[config.mk]
export PLATFORM = sky130hd
export DESIGN_NAME = wrapper_cdr_ei
export DESIGN_NICKNAME = d
export VERILOG_FILES = /design/src/rtl/cdr_ei_pkg.sv /design/src/rtl/ei_fifo.sv /design/src/rtl/wrapper_cdr_ei.sv
export SDC_FILE = /design/constraint.sdc
export NUM_CORES = 1
export LEC_CHECK = 0
export CORE_MARGIN = 8
export CORE_UTILIZATION = 55
export CTS_CLUSTER_DIAMETER = 50
export DETAILED_ROUTE_END_ITERATION = 10
export PLACE_DENSITY_LB_ADDON = 0.1
export SLEW_MARGIN = 30
export SYNTH_ARGS = -nofsm -noshare
export SYNTH_HDL_FRONTEND = slang
export SYNTH_HIERARCHICAL = 1
export SYNTH_SLANG_ARGS = --single-unit
[constraint.sdc]
create_clock -name i_clk -period 3.9 [get_ports i_clk]
set_input_delay 0.585 -clock i_clk [delete_from_list [all_inputs] [get_ports i_clk]]
set_output_delay 0.585 -clock i_clk [all_outputs]
set_load 0.01 [all_outputs]
[src/rtl/cdr_ei_pkg.sv]
// Shared defaults and helpers for the CDR + elastic-interface receive front end.
package cdr_ei_pkg;

    localparam int DEF_DATA_WIDTH      = 4;
    localparam int DEF_ADDR_WIDTH      = 2;
    localparam int DEF_SAMPLES_PER_BIT = 5;

    function automatic int fifo_depth(input int addr_width);
        return 1 << addr_width;
    endfunction

endpackage

[src/rtl/ei_fifo.sv]
// Synchronous elastic-interface FIFO with wrap-bit pointers, level flags,
// registered read data and registered one-cycle error pulses.
module ei_fifo
    import cdr_ei_pkg::*;
#(
    parameter int DATA_WIDTH = DEF_DATA_WIDTH,
    parameter int ADDR_WIDTH = DEF_ADDR_WIDTH
) (
    input  logic                  clk,
    input  logic                  rst,
    input  logic                  push,
    input  logic [DATA_WIDTH-1:0] push_data,
    input  logic                  pop,
    output logic [ADDR_WIDTH:0]   write_count,
    output logic [ADDR_WIDTH:0]   read_count,
    output logic                  read_error,
    output logic                  write_error,
    output logic                  full,
    output logic                  empty,
    output logic                  almost_empty,
    output logic                  almost_full,
    output logic [DATA_WIDTH-1:0] read_data
);

    localparam int                DEPTH   = fifo_depth(ADDR_WIDTH);
    localparam logic [ADDR_WIDTH:0] DEPTH_L = (ADDR_WIDTH+1)'(DEPTH);
    localparam logic [ADDR_WIDTH:0] ONE_L   = (ADDR_WIDTH+1)'(1);

    logic [DATA_WIDTH-1:0] mem [DEPTH];
    logic [ADDR_WIDTH:0]   wr_ptr;
    logic [ADDR_WIDTH:0]   rd_ptr;
    logic [ADDR_WIDTH:0]   level;
    logic                  do_push;
    logic                  do_pop;

    // Push and pop are single-cycle requests with no back-pressure: a pop
    // succeeds when not empty, a push succeeds when not full or when a pop
    // frees a slot in the same cycle; a refused request raises its error pulse.
    always_comb begin
        level        = wr_ptr - rd_ptr;
        full         = (level == DEPTH_L);
        empty        = (level == '0);
        almost_full  = (level >= DEPTH_L - ONE_L);
        almost_empty = (level <= ONE_L);
        do_pop       = pop && !empty;
        do_push      = push && (!full || do_pop);
    end

    always_ff @(posedge clk) begin
        if (do_push) begin
            mem[wr_ptr[ADDR_WIDTH-1:0]] <= push_data;
        end
    end

    always_ff @(posedge clk) begin
        if (rst) begin
            wr_ptr      <= '0;
            rd_ptr      <= '0;
            read_data   <= '0;
            read_error  <= 1'b0;
            write_error <= 1'b0;
        end else begin
            read_error  <= pop && empty;
            write_error <= push && !do_push;
            if (do_push) begin
                wr_ptr <= wr_ptr + 1'b1;
            end
            if (do_pop) begin
                read_data <= mem[rd_ptr[ADDR_WIDTH-1:0]];
                rd_ptr    <= rd_ptr + 1'b1;
            end
        end
    end

    assign write_count = wr_ptr;
    assign read_count  = rd_ptr;

endmodule

[src/rtl/wrapper_cdr_ei.sv]
// Receive front end: strobe-driven CDR, MSB-first deserializer and EI FIFO.
// Define CDR_MAJORITY_EN to vote over all samples; otherwise the centre sample decides.
module wrapper_cdr_ei
    import cdr_ei_pkg::*;
#(
    parameter int DATA_WIDTH      = DEF_DATA_WIDTH,
    parameter int ADDR_WIDTH      = DEF_ADDR_WIDTH,
    parameter int SAMPLES_PER_BIT = DEF_SAMPLES_PER_BIT
) (
    input  logic                  i_clk,
    input  logic                  i_rst,
    input  logic                  i_phase,
    input  logic                  i_flag,
    input  logic                  inReadEnable,
    output logic [ADDR_WIDTH:0]   outWriteCount,
    output logic [ADDR_WIDTH:0]   outReadCount,
    output logic                  outReadError,
    output logic                  outWriteError,
    output logic                  outFull,
    output logic                  outEmpty,
    output logic                  outAlmostEmpty,
    output logic                  outAlmostFull,
    output logic                  outDone,
    output logic [DATA_WIDTH-1:0] outData
);

    localparam int SW = $clog2(SAMPLES_PER_BIT);
    localparam int BW = (DATA_WIDTH > 1) ? $clog2(DATA_WIDTH) : 1;
    localparam logic [SW-1:0] LAST_SAMPLE = SW'(SAMPLES_PER_BIT - 1);
    localparam logic [BW-1:0] LAST_BIT    = BW'(DATA_WIDTH - 1);

    logic                  flag_q;
    logic                  strobe;
    logic                  last_sample;
    logic                  bit_val;
    logic [SW-1:0]         sample_cnt;
    logic [BW-1:0]         bit_cnt;
    logic [DATA_WIDTH-1:0] shift_reg;
    logic [DATA_WIDTH-1:0] shift_next;
    logic                  push_q;
    logic [DATA_WIDTH-1:0] push_word;

    // A sample is the falling edge of the idle-high strobe line.
    assign strobe      = flag_q && !i_flag;
    assign last_sample = strobe && (sample_cnt == LAST_SAMPLE);
    assign shift_next  = {shift_reg[DATA_WIDTH-2:0], bit_val};

`ifdef CDR_MAJORITY_EN
    localparam logic [SW:0] HALF = (SW+1)'(SAMPLES_PER_BIT / 2);

    logic [SW:0] ones_cnt;
    logic [SW:0] ones_total;

    assign ones_total = ones_cnt + {{SW{1'b0}}, i_phase};
    assign bit_val    = (ones_total > HALF);

    always_ff @(posedge i_clk) begin
        if (i_rst) begin
            ones_cnt <= '0;
        end else if (last_sample) begin
            ones_cnt <= '0;
        end else if (strobe) begin
            ones_cnt <= ones_total;
        end
    end
`else
    localparam logic [SW-1:0] CENTRE = SW'(SAMPLES_PER_BIT / 2);

    logic centre_q;

    // The centre index always precedes the last one, so the capture is settled.
    assign bit_val = centre_q;

    always_ff @(posedge i_clk) begin
        if (i_rst) begin
            centre_q <= 1'b0;
        end else if (strobe && (sample_cnt == CENTRE)) begin
            centre_q <= i_phase;
        end
    end
`endif

    always_ff @(posedge i_clk) begin
        if (i_rst) begin
            flag_q     <= 1'b1;
            sample_cnt <= '0;
            bit_cnt    <= '0;
            shift_reg  <= '0;
            push_q     <= 1'b0;
            push_word  <= '0;
        end else begin
            flag_q <= i_flag;
            push_q <= 1'b0;
            if (strobe) begin
                sample_cnt <= last_sample ? '0 : sample_cnt + 1'b1;
            end
            if (last_sample) begin
                shift_reg <= shift_next;
                if (bit_cnt == LAST_BIT) begin
                    bit_cnt   <= '0;
                    push_q    <= 1'b1;
                    push_word <= shift_next;
                end else begin
                    bit_cnt <= bit_cnt + 1'b1;
                end
            end
        end
    end

    assign outDone = push_q;

    ei_fifo #(
        .DATA_WIDTH (DATA_WIDTH),
        .ADDR_WIDTH (ADDR_WIDTH)
    ) u_fifo (
        .clk          (i_clk),
        .rst          (i_rst),
        .push         (push_q),
        .push_data    (push_word),
        .pop          (inReadEnable),
        .write_count  (outWriteCount),
        .read_count   (outReadCount),
        .read_error   (outReadError),
        .write_error  (outWriteError),
        .full         (outFull),
        .empty        (outEmpty),
        .almost_empty (outAlmostEmpty),
        .almost_full  (outAlmostFull),
        .read_data    (outData)
    );

endmodule

## Yosys cells after proc, flatten, opt, wreduce, memory -nomap -nowiden

Memory sizes are Yosys's and may differ from the RTL's. A register that Yosys moved wholly into a read port is not among the register bits.
Cells that the tools add are included.

- Reductions and logical operators: 15
- Eq/ne operators: 4
- Bitwise operators: 1
- $add $sub $neg: 5
- $lt $le $gt $ge: 2
- Mux-type cells: 5

Operator list:

| kind | count |
|---|---|
| 3-bit by 1-bit adder with 3-bit output (second input constant) | 3 |
| 1-bit logical AND | 7 |
| 3-bit == test (second input constant) | 2 |
| 1-bit logical NOT | 4 |
| 3-bit by 2-bit == test with 1-bit output (second input constant) | 1 |
| 3-bit by 2-bit >= comparator with 1-bit output (second input constant) | 1 |
| 3-bit by 1-bit <= comparator with 1-bit output (second input constant) | 1 |
| 3-bit logical NOT | 1 |
| 1-bit 2-to-1 mux | 3 |
| 3-bit 2-to-1 mux | 1 |
| 3-bit subtractor | 1 |
| 2-bit by 1-bit adder with 2-bit output (second input constant) | 1 |
| 2-bit == test (second input constant) | 1 |
| 2-bit 2-to-1 mux | 1 |
| 2-bit AND reduction | 1 |
| 2-bit OR reduction | 1 |
| 1-bit logical OR | 1 |
| 1-bit NOT | 1 |

- Memories kept: 1
- Output and inout port bits: 17
- Input port bits: 5
- Memory bits (writable): 16
- Logic and storage cells: 44
- Register bits after elaboration: 23

Memory list:

| memory | depth | width | read ports | clocked after Yosys merged registers in | write ports | line | RTL |
|---|---|---|---|---|---|---|---|
| u_fifo.mem | 4 | 4 | 1 | 1 | 1 | ei_fifo.sv:29 | `logic [DATA_WIDTH-1:0] mem [DEPTH];` |

## Longest topological paths before layout

Gate-level depths: netlist of run 1.

- Depth in word-level cells: 8
- Gate-level depth with buffers: 7

## Modules after synthesis

The synthesis of run 1 kept the hierarchy.

Modules (own cells, without submodules):

| module | instances | area an instance (µm²) | cells each |
|---|---|---|---|
| ei_fifo | 1 | 1,267.5 | 93 |
| wrapper_cdr_ei | 1 | 661.9 | 67 |

## Least setup slack after synthesis of run 1

No wires, ideal clock.

- Path kind: register to register
- Start: register u_fifo.wr_ptr[0] (netlist: u_fifo/write_count[0])
- End: register u_fifo.wr_ptr[2] (netlist: u_fifo/write_count[2])
- Library setup time: 121 ps
- Buffers on the path: 0
- Stages on the path, launching flop included: 7
- Path slack: 1,692 ps
- Arrival: 2,087 ps
- Clock period less this slack: 2,208 ps
- Path through: dfxtp_1 -> inv_1 -> ha_1 -> fa_1 -> xnor3_1 -> o311a_1 -> mux2_4

- Cells in the longest elaborated chain, start to end: 6
- Elaborated cells between the ends (all ways): 9
- Those cells by class: 2 x add/sub; 1 x eq/ne; 6 x reduce/logical

RTL lines:

| element | line | RTL |
|---|---|---|
| start, declared | ei_fifo.sv:30 | `logic [ADDR_WIDTH:0] wr_ptr;` |
| start signal, assigned | ei_fifo.sv:66 | `wr_ptr <= wr_ptr + 1'b1;` |
| 3-bit subtractor | ei_fifo.sv:40 | `level = wr_ptr - rd_ptr;` |
| 3-bit logical NOT | ei_fifo.sv:42 | `empty = (level == '0);` |
| 1-bit logical NOT | ei_fifo.sv:45 | `do_pop = pop && !empty;` |
| 1-bit logical AND | ei_fifo.sv:45 |  |
| 1-bit logical OR | ei_fifo.sv:46 | `do_push = push && (!full \|\| do_pop);` |
| 1-bit logical AND | ei_fifo.sv:46 |  |

Several ways; a longest one is shown, not always the timed one.
A chain may end at the register's enable or synchronous reset.

## Worst setup path after layout of run 1

- Start: register u_fifo.wr_ptr[0] (netlist: u_fifo/write_count[0])
- End: output port outEmpty

- Cells in the longest elaborated chain, start to end: 2

RTL lines:

| element | line | RTL |
|---|---|---|
| 3-bit subtractor | ei_fifo.sv:40 |  |
| 3-bit logical NOT | ei_fifo.sv:42 |  |
| end, declared | wrapper_cdr_ei.sv:20 | `output logic outEmpty,` |

No other way between the ends.

==> impl_metrics.ini, run 1 <==
[drt]
firstDrtPassIters = 4
drc = 0
dr_total_vias = 1214
vias_per_cell = 5.278
post_drt_wl_per_cell_microns = 14.18
drtIter0Drc = 51
ant_nets = 0
totalWireLength_microns = 3261

[logic_synthesis]
netlist_area_sq_um = 1929
synth_area_leaders = dfxtp_1 (28%), edfxtp_1 (25%), mux2i_1 (7.8%)
synth_ff_type = dfxtp_1
synth_warnings = 6
yosysSeqAreaShare = 0.5292
synthTopCellsByCount = dfxtp_1 (27), nand2_1 (17), edfxtp_1 (16)
synth_top_cell_by_area = dfxtp_1
netlist_instances = 160
synth_edf_count = 16
synth_top_area_share = 0.2802
yosysMostFrequentCell = dfxtp_1
avgSynthCellArea_sq_um = 12.06
ys_types = 38
synth_nets = 176
synthArstFlopShare = 0
synth_seq_cells = 43

[pwr]
power.total_mw = 0.9938
powerDensity_nw_per_um2 = 445.5
static-leakage-power_nw = 0.8472
peakVddDrop_mv = 0.2262

[timing]
fin_hold_ws_ps = 466.0
fin_worst_skew_ps = 10.16
min_period_ps = 3076
worst_pin_slew_ps = 464.2
fin_crit_sh = 0.7886
finalMaxSlewViolations = 0
hold_viol_final = 0
setup_viol = 0
relSlewSlack = 0.6902
tns_ps = 0
clock.fmax_mhz = 325.1
layout_setup_ws_ps = 824.4
rsz0062_at_grt = false

[run_status]
run_status = finished, final reports clean

[die]
initial_core_util = 0.5737
io_pins = 22
rows = 21
dieArea_sq_um = 5659
core_sq_um = 3363
die-width_microns = 75.23
dieHeight_microns = 75.23

[worst_setup_path]
endpoint_kind = output port
startpoint = u_fifo/write_count[0]
start_kind = flop
cp_slowest_stage_delay_ps = 570
cp.arrival_ps = 2490
worstPathCellList = inv_1, ha_1, fa_1, nand2_1, nor2_1, clkdlybuf4s50_1
r2r_cells = 6
cp_slowest_cell = clkdlybuf4s50_1
cp.required_ps = 3310
path_max_fanout = 6
r2r-start = u_fifo/write_count[0]
r2r_setup_slack_ps = 1570
r2r-end = u_fifo/write_count[2]
critical_path_class = flop to output port

[cells_and_area]
drive_gt1_frac = 0.09239
largest_reg_flops = 16
area_delta_synth_final_pct = 15.63
final_core_util = 0.6633
num_antenna_cells = 0
nNetsFinal = 199

[min_path]
worstHoldStart = u_fifo/read_data[3]
min_path_type = flop to flop
min_to = u_fifo/read_data[3]
min_path_cells = 2

[grt]
first_global_vias = 1191
groute.usage.overall = 0.1343
grt_overflow = 0
grt_max_degree = 27
grt_pass1_wl_microns = 5623
antenna_found_initial = 0

[clocking]
htree_levels = 2
hold_buffers = 0
ctsResizeCount = 0
cts_root_buf = clkbuf_4
post_cts_buffers = 0
cts_tree = built
clock_sinks = 43
cts_made_buffers = 5
insertion_delay_ps = 340
clk_pin_slew_worst_paths_ps = 120
clockBufferDepth = 2

[place]
io_buffers = 21
place_ws_ps = 1193
dp_hpwl_microns = 2474
gp_congestion = 0.8109

[flow_run]
timing.max_cap.violations = 0
-- worst max-delay path: cells and delay by family, from the launching register on --
| kind | cells | cell delay [ps] |
|---|---|---|
| buffers and inverters | 2 | 690 |
| adders and majority gates | 2 | 730 |
| and+or+nand+nor | 2 | 310 |
| DFF | 1 | 420 |
-- cell type report --
cell class | instances | area [sq um]
multi-input cells | 104 | 858.3
clock buffers | 6 | 41.29
well taps | 46 | 57.56
fillers | 274 | 1132
flip-flops and latches | 43 | 1021
repair buffers | 22 | 217.7
inverters | 7 | 26.28
clock inverters | 2 | 8.758
-- layout by cell type, fill, tap and decap left out, types with 2 or more instances in the layout --
cell type        netlist  final
ha_1                  10     10
nor2_1                12     12
edfxtp_1              16     16
nor2b_1                3      3
nand2b_1               9      9
clkdlybuf4s50_1        0     21
clkbuf_4               0      5
mux4_2                 4      4
nand3_1                2      2
and2_1                 4      4
dfxtp_1               27     27
a21oi_1                4      4
mux2i_1               15     15
nand2_1               17     17
inv_1                  7      7
o21ai_0                2      2
-- where the power goes --
| part | switching (mW) | internal [mW] | leakage, nW | total [mW] |
|---|---|---|---|---|
| combinational | 0.127 | 0.162 | 0.437 | 0.289 |
| clock | 0.134 | 0.0679 | 0.0297 | 0.202 |
| sequential | 0.0249 | 0.478 | 0.381 | 0.503 |
-- metal layers --
metal,GRT usage,vias up,wire [microns]
met4,0.07676,0,48
met5,0,-,0
met3,0.03462,5,143
met1,0.1448,586,1362
met2,0.2322,18,1706
li1,-,605,-
-- how the worst max path moves through the flow --
stage                            end  depth (start not counted)
2_1_floorplan  u_fifo/write_count[2]                          6
3_3_place_gp                outEmpty                          5
3_5_place_dp                outEmpty                          6
4_1_cts                     outEmpty                          6
5_1_grt                     outEmpty                          6
6_report                    outEmpty                          6
-- metrics by stage --
step / std cells / area [sq um]
after global placement: 222 / 2181
after global routing: 230 / 2231
after detailed placement: 222 / 2181
after floorplan: 160 / 1929
final: 230 / 2231
after CTS: 230 / 2231
-- cell families (layout without fill, tap and decap cells) --
logic type                 Yosys count  after routing  share of synthesized area
xor gates and xnor gates             2              2                    0.02399
muxes                               22             22                     0.1440
buffers and inverters               13             37                    0.02594
and+or+nand+nor                     58             58                     0.1641
adders and majority gates           11             11                    0.07523
AOI/OAI and AO/OA                   11             11                    0.03762
DFF                                 43             43                     0.5292
Note: power is estimated with default switching activity, not from simulation.
==> inputs of run 2 (changes only) <==
- CORE_UTILIZATION: 55 -> 49
- clock period: 3.9 -> 2.6 ns (I/O delays scaled with it)
==> impl_metrics.ini, run 2 (synthesis results as in run 1) <==
[timing]
rsz0062_at_grt = false
min_period_ps = 2472
fin_worst_skew_ps = 4.952
worst_pin_slew_ps = 425.9
layout_setup_ws_ps = 128.3
fin_crit_sh = 0.9507
relSlewSlack = 0.7157
finalMaxSlewViolations = 0
tns_ps = 0
clock.fmax_mhz = 404.6
hold_viol_final = 0
fin_hold_ws_ps = 460.5
setup_viol = 0

[pwr]
static-leakage-power_nw = 0.8665
powerDensity_nw_per_um2 = 715.2
power.total_mw = 1.639
peakVddDrop_mv = 0.4130

[die]
dieArea_sq_um = 6202
dieHeight_microns = 78.75
core_sq_um = 3885
io_pins = 22
die-width_microns = 78.75
initial_core_util = 0.4966
rows = 23

[clocking]
cts_tree = built
clockBufferDepth = 2
htree_levels = 2
cts_made_buffers = 5
clock_sinks = 43
clk_pin_slew_worst_paths_ps = 80
insertion_delay_ps = 290
hold_buffers = 0
cts_root_buf = clkbuf_8

[run_status]
run_status = finished, final reports clean

[cells_and_area]
layout_commonest_cell = dfxtp_1
num_antenna_cells = 0
drive_gt1_frac = 0.1223
final_core_util = 0.5900
largest_reg_flops = 16
mostFrequentLayoutCells = dfxtp_1 (27), nand2_1 (17), clkdlybuf4s50_1 (17)
area_delta_synth_final_pct = 18.81
postLayoutCellArea_sq_um = 2292
fin_cells = 238
nNetsFinal = 203

[place]
place_ws_ps = 184.3
place_area_sq_um = 2208
dp_hpwl_microns = 2665
gp_congestion = 0.8091
dp_cells = 229
io_buffers = 21

[worst_setup_path]
path_max_fanout = 6
critical_path_class = flop to output port
endpoint_kind = output port
cp_slowest_cell = fa_1
start_kind = flop
cp.required_ps = 2210
cp_slowest_stage_delay_ps = 510
worstPathCellList = inv_1, ha_1, fa_1, nand2_1, nor2_1, dlygate4sd2_1
cp.arrival_ps = 2080

[grt]
grt_max_degree = 24
first_global_vias = 1279
antenna_found_initial = 0
grt_overflow = 0
grt_pass1_wl_microns = 6078
groute.usage.overall = 0.1242

[flow_run]
timing.max_cap.violations = 0

[drt]
post_drt_wl_per_cell_microns = 14.93
drc = 0
firstDrtPassIters = 4
vias_per_cell = 5.155
dr_total_vias = 1227
ant_nets = 0
drtIter0Drc = 47
totalWireLength_microns = 3553

[min_path]
min_path_type = flop to flop
==> run 2: cell types whose count changed in the layout (fill, tap and decap cells not counted), sizes merged <==
cell           change
buf                +4
clkdlybuf4s50      -4
dlygate4sd2        +3
clkinvlp           +1
==> run 2: routing by layer <==
| layer | wire length [microns] | global-route usage | part of all wire |
|---|---|---|---|
| met4 | 47 | 0.04444 | 0.013 |
| met5 | 0 | 0 | 0 |
| met1 | 1546 | 0.1375 | 0.44 |
| met3 | 142 | 0.03837 | 0.040 |
| met2 | 1816 | 0.2196 | 0.51 |
==> run 2: worst paths after layout <==
path         cells past startpoint                  end  slack, ps                   from
max                              6             outEmpty        130  u_fifo/write_count[0]
min                              2  u_fifo/read_data[2]        460    u_fifo/read_data[2]
max reg2reg                      7     u_fifo/mem[2][3]        260  u_fifo/write_count[0]
min reg2reg                      2  u_fifo/read_data[2]        460    u_fifo/read_data[2]
==> run 2: report_power, final <==
part | total (mW) | internal [mW] | switching [mW]
clock network | 0.398 | 0.182 | 0.216
registers | 0.741 | 0.724 | 0.0173
logic | 0.500 | 0.256 | 0.244
total | 1.64 | 1.16 | 0.478
==> run 2: cell type report <==
type,count,area (sq um)
fillers,342,1593
flip-flops and latches,43,1021
multi-input cells,104,859.6
repair buffers,26,239.0
clock buffers,5,68.82
well taps,50,62.56
inverters,7,26.28
clock inverters,3,15.01
==> run 2: repair_timing <==
action | CTS | global route
setup buffers | 1 | 0
gates resized for setup | 5 | 2
endpoints found under the setup margin | 4 | 1
hold endpoints to repair | 0 | 0
==> run 2: critical path, delay by kind of cell, from the launching register on <==
kind	cells	cell delay, ps
DFF	1	340
and+or+nand+nor	2	330
adders and majority gates	2	730
buffers and inverters	2	400
==> inputs of run 3 (changes only) <==
- CTS_CLUSTER_SIZE: unset -> 25
==> results of run 3 <==
No change in the layout: final DEF, timing and power equal those of run 2.
